$ cat config.mk
export PLATFORM = sky130hd
export DESIGN_NAME = upsample2x_engine
export DESIGN_NICKNAME = d
export VERILOG_FILES = /design/src/rtl/upsample2x_engine.sv
export SDC_FILE = /design/constraint.sdc
export NUM_CORES = 1
export LEC_CHECK = 0
export BUFFER_PORTS_ARGS = -buffer_cell sky130_fd_sc_hd__buf_2
export CAP_MARGIN = 15
export CORE_MARGIN = 4
export CORE_UTILIZATION = 55
export CTS_BUF_LIST = sky130_fd_sc_hd__clkbuf_8
export DETAILED_ROUTE_END_ITERATION = 16
export GPL_TIMING_DRIVEN = 0
export PLACE_DENSITY = 0.79
export SETUP_SLACK_MARGIN = 0.3
export SLEW_MARGIN = 20
export SYNTH_ARGS = -nofsm -noshare
export SYNTH_HDL_FRONTEND = slang
export SYNTH_SLANG_ARGS = --single-unit
$ cat constraint.sdc
create_clock -name clk -period 2.85 [get_ports clk]
set_clock_uncertainty 0.15 [all_clocks]
set_input_delay 0.57 -clock clk [delete_from_list [all_inputs] [get_ports clk]]
set_output_delay 0.57 -clock clk [all_outputs]
set_load 0.01 [all_outputs]
$ cat src/rtl/upsample2x_engine.sv
// upsample2x_engine: 2x upsampler, IN_WIDTH^2 signed 8-bit raster in, (2*IN_WIDTH)^2 raster out.
// Latency: input accept to first copy on pixel_out is 1 cycle; 1 output/cycle, input taken 1 of 4 cycles.
// Backpressure: one output register; it holds while valid_out && !ready_out and ready_in drops.
// Build option: define UPSAMPLE_ZERO_INSERT_EN for zero-insertion unpool instead of replication.
module upsample2x_engine #(
  parameter int IN_WIDTH  = 14,
  parameter int OUT_WIDTH = 2 * IN_WIDTH
) (
  input  logic       clk,
  input  logic       rst,
  input  logic       valid_in,
  output logic       ready_in,
  input  logic [7:0] pixel_in,
  output logic       valid_out,
  input  logic       ready_out,
  output logic [7:0] pixel_out,
  output logic       all_done
);

  localparam int COL_W    = $clog2(IN_WIDTH);
  localparam int CNT_W    = $clog2(OUT_WIDTH * OUT_WIDTH) + 1;
  localparam int OUT_LAST = OUT_WIDTH * OUT_WIDTH - 1;

`ifdef UPSAMPLE_ZERO_INSERT_EN
  localparam bit ZERO_INSERT = 1'b1;
`else
  localparam bit ZERO_INSERT = 1'b0;
`endif

  typedef enum logic {S_EVEN, S_ODD} state_t;

  state_t             state, state_nxt;
  logic [COL_W-1:0]   col, col_nxt;
  logic [COL_W-1:0]   in_row, row_nxt;
  logic               phase, phase_nxt;
  logic [7:0]         hold, hold_nxt;
  logic [7:0]         pix_nxt;
  logic               vld_nxt;
  logic               done_nxt;
  logic [CNT_W-1:0]   out_cnt, cnt_nxt;
  logic               buf_we;
  logic               slot_free, in_xfer, out_xfer;
  logic               col_last, row_last;
  logic [7:0]         line_buf [IN_WIDTH];

  // Handshake terms: the output register can take a new value when empty or draining this cycle.
  always_comb begin
    slot_free = !valid_out || ready_out;
    ready_in  = !rst && (state == S_EVEN) && !phase && slot_free;
    in_xfer   = valid_in && ready_in;
    out_xfer  = valid_out && ready_out;
    col_last  = (col == COL_W'(IN_WIDTH - 1));
    row_last  = (in_row == COL_W'(IN_WIDTH - 1));
  end

  // Next-state and output-register logic for the even/odd output row FSM.
  always_comb begin
    state_nxt = state;
    col_nxt   = col;
    row_nxt   = in_row;
    phase_nxt = phase;
    hold_nxt  = hold;
    pix_nxt   = pixel_out;
    vld_nxt   = slot_free ? 1'b0 : valid_out;
    buf_we    = 1'b0;

    unique case (state)
      S_EVEN: begin
        if (in_xfer) begin
          // First copy goes straight out; the second copy and the odd row come from storage.
          pix_nxt   = pixel_in;
          vld_nxt   = 1'b1;
          hold_nxt  = pixel_in;
          buf_we    = !ZERO_INSERT;
          phase_nxt = 1'b1;
        end else if (phase && slot_free) begin
          pix_nxt   = ZERO_INSERT ? 8'd0 : hold;
          vld_nxt   = 1'b1;
          phase_nxt = 1'b0;
          if (col_last) begin
            col_nxt   = '0;
            state_nxt = S_ODD;
          end else begin
            col_nxt = col + 1'b1;
          end
        end
      end
      S_ODD: begin
        if (slot_free) begin
          pix_nxt   = ZERO_INSERT ? 8'd0 : line_buf[col];
          vld_nxt   = 1'b1;
          phase_nxt = !phase;
          if (phase) begin
            if (col_last) begin
              col_nxt   = '0;
              state_nxt = S_EVEN;
              row_nxt   = row_last ? '0 : in_row + 1'b1;
            end else begin
              col_nxt = col + 1'b1;
            end
          end
        end
      end
      default: state_nxt = S_EVEN;
    endcase
  end

  // Frame completion tracking: count output transfers; completion wins over a same-cycle accept.
  always_comb begin
    cnt_nxt  = out_cnt;
    done_nxt = all_done;
    if (out_xfer) begin
      if (out_cnt == CNT_W'(OUT_LAST)) begin
        cnt_nxt = '0;
      end else begin
        cnt_nxt = out_cnt + 1'b1;
      end
    end
    if (out_xfer && (out_cnt == CNT_W'(OUT_LAST))) begin
      done_nxt = 1'b1;
    end else if (in_xfer) begin
      done_nxt = 1'b0;
    end
  end

  // State register with synchronous reset; a reset discards any partial frame.
  always_ff @(posedge clk) begin
    if (rst) begin
      state     <= S_EVEN;
      col       <= '0;
      in_row    <= '0;
      phase     <= 1'b0;
      hold      <= 8'd0;
      pixel_out <= 8'd0;
      valid_out <= 1'b0;
      out_cnt   <= '0;
      all_done  <= 1'b0;
    end else begin
      state     <= state_nxt;
      col       <= col_nxt;
      in_row    <= row_nxt;
      phase     <= phase_nxt;
      hold      <= hold_nxt;
      pixel_out <= pix_nxt;
      valid_out <= vld_nxt;
      out_cnt   <= cnt_nxt;
      all_done  <= done_nxt;
    end
  end

  // Line buffer keeps the even row for replay on the odd row; contents need no reset.
  always_ff @(posedge clk) begin
    if (buf_we) begin
      line_buf[col] <= pixel_in;
    end
  end

endmodule

==> implementation parameters, run 1 <==
Parameter                              Value

Clocking
  Clock sinks ... 151
  Maximum clock path buffer count ... 2
  Root Driver ... sky130_fd_sc_hd__clkbuf_8
  Clock insertion delay at the later pin of the skew report ... 440 ps
  Number of hold-repair buffers added at the cts stage ... 0
  Number of buffers created by CTS ... 17
  H-tree depth reported by CTS ... 4
  Clock slew at the register clock pins of the worst setup and hold paths ... 90 ps
  CTS tree ... yes

Worst setup path
  Crit Path Max Fanout ... 10
  Setup CP Type ... flip-flop to flip-flop
  Worst Path Buf+Inv ... 0
  Worst path top cell family by delay ... simple AND/OR/NAND/NOR gates
  Worst path max stage delay ... 590 ps
  Ordered list of cells on the worst path ... nor2_1 -> nand3_1 -> or3_1 -> nor2_2
  Type of element launching the critical path ... flip-flop
  Worst path arrival time ... 2430 ps
  Standard cell with the maximum stage delay on the critical path ... sky130_fd_sc_hd__or3_1
  CP required ... 2780 ps
  Crit path capture type ... flip-flop

Power
  Share of power burned in registers ... 55.6%
  Cell-internal power ... 0.00329 W
  Combinational Power Share ... 5.9%
  Clock group share of total power ... 38.4%
  Net switching power ... 0.00103 W
  Worst ir drop on vdd ... 0.350 mV
  Power Dens Cells ... 627 mW/mm2
  Leak ... 2.17 nW
  Switching share of total power ... 23.9%

Cells and area
  Fillcell total ... 714
  Area used by sequential logic in the layout ... 0.00414 mm2
  Total Nets Final ... 487
  Combined area of the multi-input logic cells ... 0.00184 mm2
  Share of final-layout standard cells stronger than drive strength 1 ... 21.4%
  Total inserted antenna cells ... 0
  Final core utilization ... 65.6%
  Non-filler cells, final ... 623
  Syn-to-layout area delta ... 14.5%

STA
  Post-route clock period utilization ... 87.9%
  Final-layout setup total negative slack ... 0 ps
  Clock period minus worst slack ... 2500 ps
  Final setup vio count ... 0
  Timing-limited maximum frequency ... 399 MHz
  Worst rel slew slack ... 46.5%
  Final Hold Viols ... 0
  Worst hold slack ... 245 ps
  Worst slew pin tran ... 799 ps
  Total count of max-transition violations in the final report ... 0
  RSZ-0062 raised after global routing ... true

Floorplanning
  Row count ... 37
  Initial core utilization ... 57.3%
  Die width ... 113 um
  Die height ... 113 um
  Full die area ... 0.0127 mm2
  Area of the placeable core ... 0.0105 mm2
  Number of ports placed on the die boundary ... 23

Synthesis
  Syn_area_per_cell ... 14.2 um2
  Cell area after synthesis ... 0.00602 mm2
  Fraction of synthesized cell area taken by the top area cell type ... 55.8%
  Post-Synthesis Cells ... 425
  Post-synth net total ... 438
  Most used DFF post-synth ... sky130_fd_sc_hd__edfxtp_1
  Top cells by area, synth ... sky130_fd_sc_hd__edfxtp_1, sky130_fd_sc_hd__dfxtp_1, sky130_fd_sc_hd__mux4_2
  Netlist cell types ... 43
  Number of synthesized flops with an enable pin ... 112
  Share of async-settable or async-resettable flops after synthesis ... 0%
  Yosys reg bits ... 151
  Cell type contributing the most total cell area after synthesis ... sky130_fd_sc_hd__edfxtp_1
  Post-synthesis sequential area ratio ... 68.8%
  Warning count from the yosys run ... 0

Place
  Detailed placement HPWL ... 8340 um
  Number of buffer cells added on primary ports ... 22
  Cell count after placement ... 583
  Routability congestion estimate ... 0.856

Drt
  Residual DRC count ... 0
  Final routed wirelength across all metal layers ... 12700 um
  Total vias in the final route ... 3788
  Final routed wire length divided by cell count ... 20.4 um
  1st-iter DRT viols ... 391
  Vias per std cell ... 6.08
  Number of nets still failing antenna checks after routing ... 0
  Number of iterations in the first detailed-routing pass ... 6

Run
  Number of max-capacitance violations reported ... 0

Hold path
  Worst Hold Class ... input pin to flip-flop

Global route
  Global routing usage summed across all routing layers ... 20.1%
  Antenna violations before repair ... 0
  Leftover overflow at the end of global routing ... 0
  Number of global-route vias before repair ... 3644
  Global-route wire length before repair ... 19500 um
  Maximum number of pins on one net before global-route repair ... 17

Outcome
  Status ... completed
## synth_stat cells, drive strengths merged (9+ instances only)
library cell  number
mux4              16
buf               13
mux2i             17
o21ai             17
dfxtp             39
nand2             35
nor2              31
a21oi             23
clkbuf            11
edfxtp           112
nor3               9
nand3             14
## layout by cell type, fill, tap and decap left out, drive strengths merged, types with 7 or more instances in the layout
cell      n
nand2    35
a221oi    8
mux4     16
buf      43
nand2b    7
clkbuf   28
o21ai    17
o32ai     8
a21oi    23
inv      10
nor2     31
o22ai     8
nor3      9
nand3    14
dfxtp    39
mux2i    17
o211ai    8
o21bai    8
edfxtp  112
## per-stage QoR
stage          area [um2]  power, W  worst slack [ps]
3_5_place_dp         6320   0.00270             -94.8
2_1_floorplan        6030   0.00260               346
5_1_grt              6900   0.00448               198
4_1_cts              6760   0.00433               118
3_3_place_gp         6310   0.00269              -373
6_report             6900   0.00432               346
## path summary, 6_finish.rpt
| kind | slack, ps | startpoint | cells after the start | end |
|---|---|---|---|---|
| worst max-delay path | 350 | phase | 4 | line_buf[8][2] |
| worst min-delay path | 250 | valid_in | 3 | valid_out |
| worst max register to register | 350 | phase | 4 | line_buf[8][2] |
| worst min register to register | 310 | hold[0] | 2 | hold[0] |
## cell type report
class / instances / area share [%]
Clock buffer: 17 / 3.39
Clock inverter: 15 / 2.61
Timing Repair Buffer: 30 / 3.01
Multi-Input combinational cell: 248 / 26.7
Sequential cell: 151 / 60.1
Tap cell: 136 / 2.47
Buffer: 24 / 1.60
Inverter: 2 / 0.109
## state kept, by name, indices dropped and copies added (netlist names), named ones only
register   count
pixel_out      8
all_done       1
state          1
phase          1
out_cnt       11
hold           8
line_buf     112
valid_out      1
col            4
## timing repair
action	CTS	global route
pin swaps	0	4
buffers inserted	0	8
resized for setup	5	10
setup endpoints to repair	72	112
## cells by family (layout without fill, tap and decap cells)
| family | count (synthesis) | in the layout | synth area share [%] |
|---|---|---|---|
| simple gates | 116 | 116 | 9.30 |
| buf+inv | 26 | 88 | 1.95 |
| mux | 33 | 33 | 8.81 |
| fa+ha+maj | 1 | 1 | 0.208 |
| xor+xnor | 11 | 11 | 1.60 |
| flops | 151 | 151 | 68.8 |
| compound gates | 87 | 87 | 9.35 |
## tightest hold or removal path, stage by stage
cell and delay [ps]:
sky130_fd_sc_hd__buf_2 110, sky130_fd_sc_hd__nor2_1 50, sky130_fd_sc_hd__nor2_1 70
## metal layers
layer	vias up	global-route usage [%]	part of all wire (%)
met3	24	3.94	7.6
met2	174	32.7	51
met1	1850	26.6	38
li1	1740	-	-
met4	0	8.65	3.1
met5	-	0	0
## power groups by stage
stage | clock network [W] | logic [W] | registers [W]
after floorplan | 0 | 0.000142 | 0.00246
after detailed placement | 0 | 0.000243 | 0.00246
after CTS | 0.00168 | 0.000244 | 0.00240
after global placement | 0 | 0.000236 | 0.00245
final | 0.00166 | 0.000255 | 0.00241
after global routing | 0.00179 | 0.000276 | 0.00241
No activity file was read; power rests on OpenSTA's default activity.
==> run 2, diff against run 1 <==
--- a/config.mk
+++ b/config.mk
@@ -13,6 +13,7 @@
 export DETAILED_ROUTE_END_ITERATION = 16
 export GPL_TIMING_DRIVEN = 0
 export PLACE_DENSITY = 0.79
+export REMOVE_ABC_BUFFERS = 1
 export SETUP_SLACK_MARGIN = 0.3
 export SLEW_MARGIN = 20
 export SYNTH_ARGS = -nofsm -noshare
==> run 2 against run 1 <==
Combinational power is 5% lower. Fmax grew 8.1%. Sequential share of layout area grew 0.74 points. Largest power group unchanged. First-iteration DRC count increased by 9.0%. Total power grew 2.9%. Via count decreased by 2.5%. Worst hold slack improved by 8.5 ps. Sequential power barely moved. Global-route usage increased by 0.74 points.
==> implementation parameters, run 2 (synthesized netlist as in run 1, its figures left out) <==
Parameter                              Value

Power
  Power Dens Cells ... 652 mW/mm2
  Leak ... 2.10 nW
  Worst ir drop on vdd ... 0.314 mV
  Final Power ... 0.00445 W

Clocking
  Clock sinks ... 151
  CTS tree ... yes
  Clock insertion delay at the later pin of the skew report ... 430 ps
  Number of buffers created by CTS ... 17
  Root Driver ... sky130_fd_sc_hd__clkbuf_8
  Clock slew at the register clock pins of the worst setup and hold paths ... 70 ps
  Maximum clock path buffer count ... 2
  H-tree depth reported by CTS ... 4

STA
  Timing-limited maximum frequency ... 432 MHz
  Final Hold Viols ... 0
  Final setup vio count ... 0
  Total count of max-transition violations in the final report ... 0
  Final-layout setup total negative slack ... 0 ps
  Clock period minus worst slack ... 2320 ps
  Worst rel slew slack ... 27.0%
  Worst hold slack ... 254 ps
  RSZ-0062 raised after global routing ... false
  Post-route clock period utilization ... 81.3%
  Worst slew pin tran ... 1090 ps

Floorplanning
  Number of ports placed on the die boundary ... 23
  Die width ... 113 um
  Area of the placeable core ... 0.0105 mm2
  Full die area ... 0.0127 mm2
  Initial core utilization ... 57.3%
  Row count ... 37
  Die height ... 113 um

Worst setup path
  Crit path capture type ... flip-flop
  Crit Path Max Fanout ... 33
  CP required ... 2850 ps
  Worst path arrival time ... 2320 ps
  Type of element launching the critical path ... input pin
  Setup CP Type ... input pin to flip-flop

Cells and area
  Area used by sequential logic in the layout ... 0.00415 mm2
  Max reg flops ... 112
  Registers with the most flip-flops ... line_buf (112), out_cnt (11)
  Fillcell total ... 718
  Total inserted antenna cells ... 0
  Share of final-layout standard cells stronger than drive strength 1 ... 21.3%
  Commonest non-fill, non-tap cell in the layout ... sky130_fd_sc_hd__edfxtp_1
  Top register by number of flip-flops ... line_buf
  Combined area of the multi-input logic cells ... 0.00186 mm2
  Commonest cells after routing, fill and taps aside ... sky130_fd_sc_hd__edfxtp_1, sky130_fd_sc_hd__dfxtp_1, sky130_fd_sc_hd__nand2_1, sky130_fd_sc_hd__a21oi_1, sky130_fd_sc_hd__buf_2
  Total Nets Final ... 461
  Fin area ... 0.00682 mm2
  Syn-to-layout area delta ... 13.2%

Drt
  1st-iter DRT viols ... 426
  Number of nets still failing antenna checks after routing ... 0
  Vias per std cell ... 6.19
  Final routed wirelength across all metal layers ... 12500 um
  Residual DRC count ... 0
  Total vias in the final route ... 3694
  Final routed wire length divided by cell count ... 21.0 um
  Number of iterations in the first detailed-routing pass ... 5

Run
  Number of max-capacitance violations reported ... 0

Place
  Routability congestion estimate ... 0.848
  Number of buffer cells added on primary ports ... 22
  Detailed placement HPWL ... 7720 um
  Placed cell areas ... 0.00626 mm2

Global route
  Number of global-route vias before repair ... 3631
  Maximum number of pins on one net before global-route repair ... 34
  Antenna violations before repair ... 0
  Leftover overflow at the end of global routing ... 0
  Global routing usage summed across all routing layers ... 20.9%
  Global-route wire length before repair ... 19900 um

Outcome
  Status ... completed

Hold path
  Worst Hold Class ... input pin to flip-flop
==> run 2: cell count changes in the layout (fill, tap and decap cells not counted), sizes merged <==
cell / change
buf: -15
clkbuf: -11
inv: -7
clkinvlp: +4
bufinv: +3
==> run 2: worst paths after layout <==
check / cells after the start / slack (ps) / startpoint / to
max: 6 / 530 / rst / line_buf[0][0]
max reg2reg: 5 / 540 / phase / line_buf[0][0]
min: 3 / 250 / valid_in / valid_out
min reg2reg: 2 / 320 / hold[6] / hold[6]
==> run 2: routing by layer <==
layer,global-route usage (%),wire [um],vias up
met5,0,0,-
met4,7.53,333,0
met3,5.44,854,27
met2,33.1,6120,149
met1,28.0,5230,1828
li1,-,-,1690
==> run 2: critical path: stages <==
cell and delay, ps:
sky130_fd_sc_hd__buf_2 280, sky130_fd_sc_hd__nor2b_1 280, sky130_fd_sc_hd__nand3_2 270, sky130_fd_sc_hd__or3_4 500, sky130_fd_sc_hd__nor3_4 230, sky130_fd_sc_hd__buf_4 180
==> run 2: layout make-up <==
cell class	count	share of cell area, %
Multi-Input combinational cell	248	27.3
Clock inverter	15	3.08
Tap cell	136	2.50
Sequential cell	151	60.8
Timing Repair Buffer	28	2.75
Clock buffer	17	3.43
Inverter	2	0.110
==> run 2: repair_timing <==
item / in CTS / in global routing
endpoints found under the hold margin: 0 / 0
pin swaps: 2 / 0
setup endpoints to repair: 112 / 32
resized for setup: 15 / 4
hold buffers: 0 / 0
cloned: 0 / 0
buffers inserted: 4 / 0
==> run 2: through the flow <==
step	worst slack [ps]	instances	utilization [%]
after detailed placement	-371	561	59.6
final	533	597	64.9
after global placement	-661	559	58.9
after CTS	248	597	64.7
after floorplan	305	401	-
after global routing	434	597	64.9
==> run 2: report_power, final <==
| group | switching, W | internal [W] |
|---|---|---|
| sequential | 0.0000311 | 0.00239 |
| clock | 0.000760 | 0.00103 |
| combinational | 0.000148 | 0.0000924 |
==> run 3, diff against run 2 <==
==> constraint.sdc (replaced) <==
create_clock -name clk -period 2.28 [get_ports clk]
set_clock_uncertainty 0.15 [all_clocks]
set_input_delay 0.456 -clock clk [delete_from_list [all_inputs] [get_ports clk]]
set_output_delay 0.456 -clock clk [all_outputs]
set_load 0.01 [all_outputs]
==> run 3 against run 2 <==
Final cell count rose by 1.7%. Non-clock buffer count rose by 10. Sequential power rose by 25%. Die area did not move. Worst hold slack got worse by 100 ps.
==> implementation parameters, run 3 (synthesized netlist as in run 1, its figures left out) <==
Parameter                              Value

Worst setup path
  Worst path max stage delay ... 370 ps
  Setup CP Type ... flip-flop to flip-flop
  Crit Path Max Fanout ... 8
  CP required ... 2280 ps
  Ordered list of cells on the worst path ... or2_4 -> nor3_4 -> nand3b_1 -> buf_6 -> nor3_4 -> buf_12
  Launching instance or port of the critical path ... state
  Worst path arrival time ... 2030 ps
  Worst Path Buf+Inv ... 2
  RR Startpoint ... state
  Worst path top cell family by delay ... simple AND/OR/NAND/NOR gates
  Worst path most repeated cell ... sky130_fd_sc_hd__nor3_4
  Type of element launching the critical path ... flip-flop
  Crit path capture type ... flip-flop
  Standard cell with the maximum stage delay on the critical path ... sky130_fd_sc_hd__dfxtp_4

STA
  Clock period minus worst slack ... 2030 ps
  Total count of max-transition violations in the final report ... 0
  Worst hold slack ... 153 ps
  Worst rel slew slack ... 48.4%
  Post-route clock period utilization ... 88.9%
  Worst slew pin tran ... 774 ps
  Final Hold Viols ... 0
  Timing-limited maximum frequency ... 493 MHz
  RSZ-0062 raised after global routing ... true
  Final setup vio count ... 0

Global route
  Antenna violations before repair ... 0
  Leftover overflow at the end of global routing ... 0
  Maximum number of pins on one net before global-route repair ... 34
  Global-route wire length before repair ... 20400 um
  Global routing usage summed across all routing layers ... 21.4%
  Number of global-route vias before repair ... 3679

Place
  Number of buffer cells added on primary ports ... 22
  Routability congestion estimate ... 0.848
  Cell count after placement ... 561
  Detailed placement HPWL ... 7720 um

Drt
  Final routed wire length divided by cell count ... 21.3 um
  Number of iterations in the first detailed-routing pass ... 5
  1st-iter DRT viols ... 505
  Final routed wirelength across all metal layers ... 12900 um
  Number of nets still failing antenna checks after routing ... 0
  Vias per std cell ... 6.20
  Total vias in the final route ... 3763
  Residual DRC count ... 0

Cells and area
  Commonest non-fill, non-tap cell in the layout ... sky130_fd_sc_hd__edfxtp_1
  Max reg flops ... 112
  Top register by number of flip-flops ... line_buf
  Syn-to-layout area delta ... 17.1%
  Share of final-layout standard cells stronger than drive strength 1 ... 25.7%
  Total Nets Final ... 471
  Commonest cells after routing, fill and taps aside ... sky130_fd_sc_hd__edfxtp_1, sky130_fd_sc_hd__nand2_1, sky130_fd_sc_hd__dfxtp_1, sky130_fd_sc_hd__a21oi_1, sky130_fd_sc_hd__buf_2
  Non-filler cells, final ... 607
  Registers with the most flip-flops ... line_buf (112), out_cnt (11)
  Final core utilization ... 67.2%
  Total inserted antenna cells ... 0

Hold path
  Worst Hold Class ... input pin to flip-flop
  Beginning of the worst hold path ... valid_in

Floorplanning
  Die width ... 113 um
  Row count ... 37
  Die height ... 113 um
  Initial core utilization ... 57.3%
  Area of the placeable core ... 0.0105 mm2
  Number of ports placed on the die boundary ... 23
  Full die area ... 0.0127 mm2

Outcome
  Status ... completed

Clocking
  Clock slew at the register clock pins of the worst setup and hold paths ... 80 ps
  Maximum clock path buffer count ... 2
  Root Driver ... sky130_fd_sc_hd__clkbuf_8
  Number of hold-repair buffers added at the cts stage ... 0
  CTS tree ... yes
  Number of buffers created by CTS ... 17
  Clock insertion delay at the later pin of the skew report ... 430 ps
  H-tree depth reported by CTS ... 4
  Clock sinks ... 151

Power
  Power Dens Cells ... 791 mW/mm2
  Leak ... 2.19 nW
  Worst ir drop on vdd ... 0.427 mV

Run
  Number of max-capacitance violations reported ... 0
[run 3: changes by cell type in the layout (fill, tap and decap cells not counted), sizes merged]
cell / delta
buf: +9
clkbuf: +1
[run 3: worst paths after layout]
| path | end | slack, ps | cells after the start |
|---|---|---|---|
| worst max-delay path | line_buf[1][3] | 250 | 6 |
| worst min-delay path | valid_out | 150 | 3 |
| worst max register to register | line_buf[1][3] | 250 | 6 |
| worst min register to register | hold[6] | 320 | 2 |
[run 3: worst register-to-register path: cells and delay by family (launching register included)]
| kind | cells | cell delay [ps] |
|---|---|---|
| buf+inv | 2 | 340 |
| flops | 1 | 370 |
| simple gates | 4 | 890 |
[run 3: through the flow]
| step | power [W] | TNS (ps) | area [um2] | setup WS (ps) |
|---|---|---|---|---|
| 3_5_place_dp | 0.00337 | -91180 | 6260 | -827 |
| 5_1_grt | 0.00581 | 0 | 7060 | 186 |
| 4_1_cts | 0.00560 | 0 | 6970 | 285 |
| 2_1_floorplan | 0.00323 | -5530 | 5910 | -209 |
| 3_3_place_gp | 0.00334 | -93810 | 6190 | -1120 |
| 6_report | 0.00558 | 0 | 7060 | 253 |
[run 3: timing repair]
| action | in CTS | in global routing |
|---|---|---|
| pin swaps | 6 | 11 |
| endpoints found under the setup margin | 121 | 129 |
| resized for setup | 42 | 12 |
| setup buffers | 9 | 5 |
[run 3: cell type report]
cell class	instances	area [um2]
clock buffer	17	234
clock inverter	15	210
fill	683	3450
inverter	2	7.51
multi-input combinational	248	1960
sequential	151	4160
tap	136	170
timing repair buffer	38	318
[run 3: report_power, final]
part / leakage [nW] / total (W) / internal (W) / switching [W]
sequential: 1.33 / 0.00302 / 0.00298 / 0.0000412
clock: 0.212 / 0.00224 / 0.00129 / 0.000949
combinational: 0.647 / 0.000325 / 0.000131 / 0.000194
total: 2.19 / 0.00558 / 0.00440 / 0.00118
[run 3: routing by layer]
| metal | global-route usage [%] | part of all wire (%) | vias to the layer above | routed length [um] |
|---|---|---|---|---|
| met2 | 34.0 | 50 | 172 | 6520 |
| met5 | 0 | 0 | - | 0 |
| li1 | - | - | 1717 | - |
| met4 | 8.01 | 2.0 | 0 | 265 |
| met1 | 28.5 | 40 | 1848 | 5230 |
| met3 | 5.44 | 7.1 | 26 | 920 |
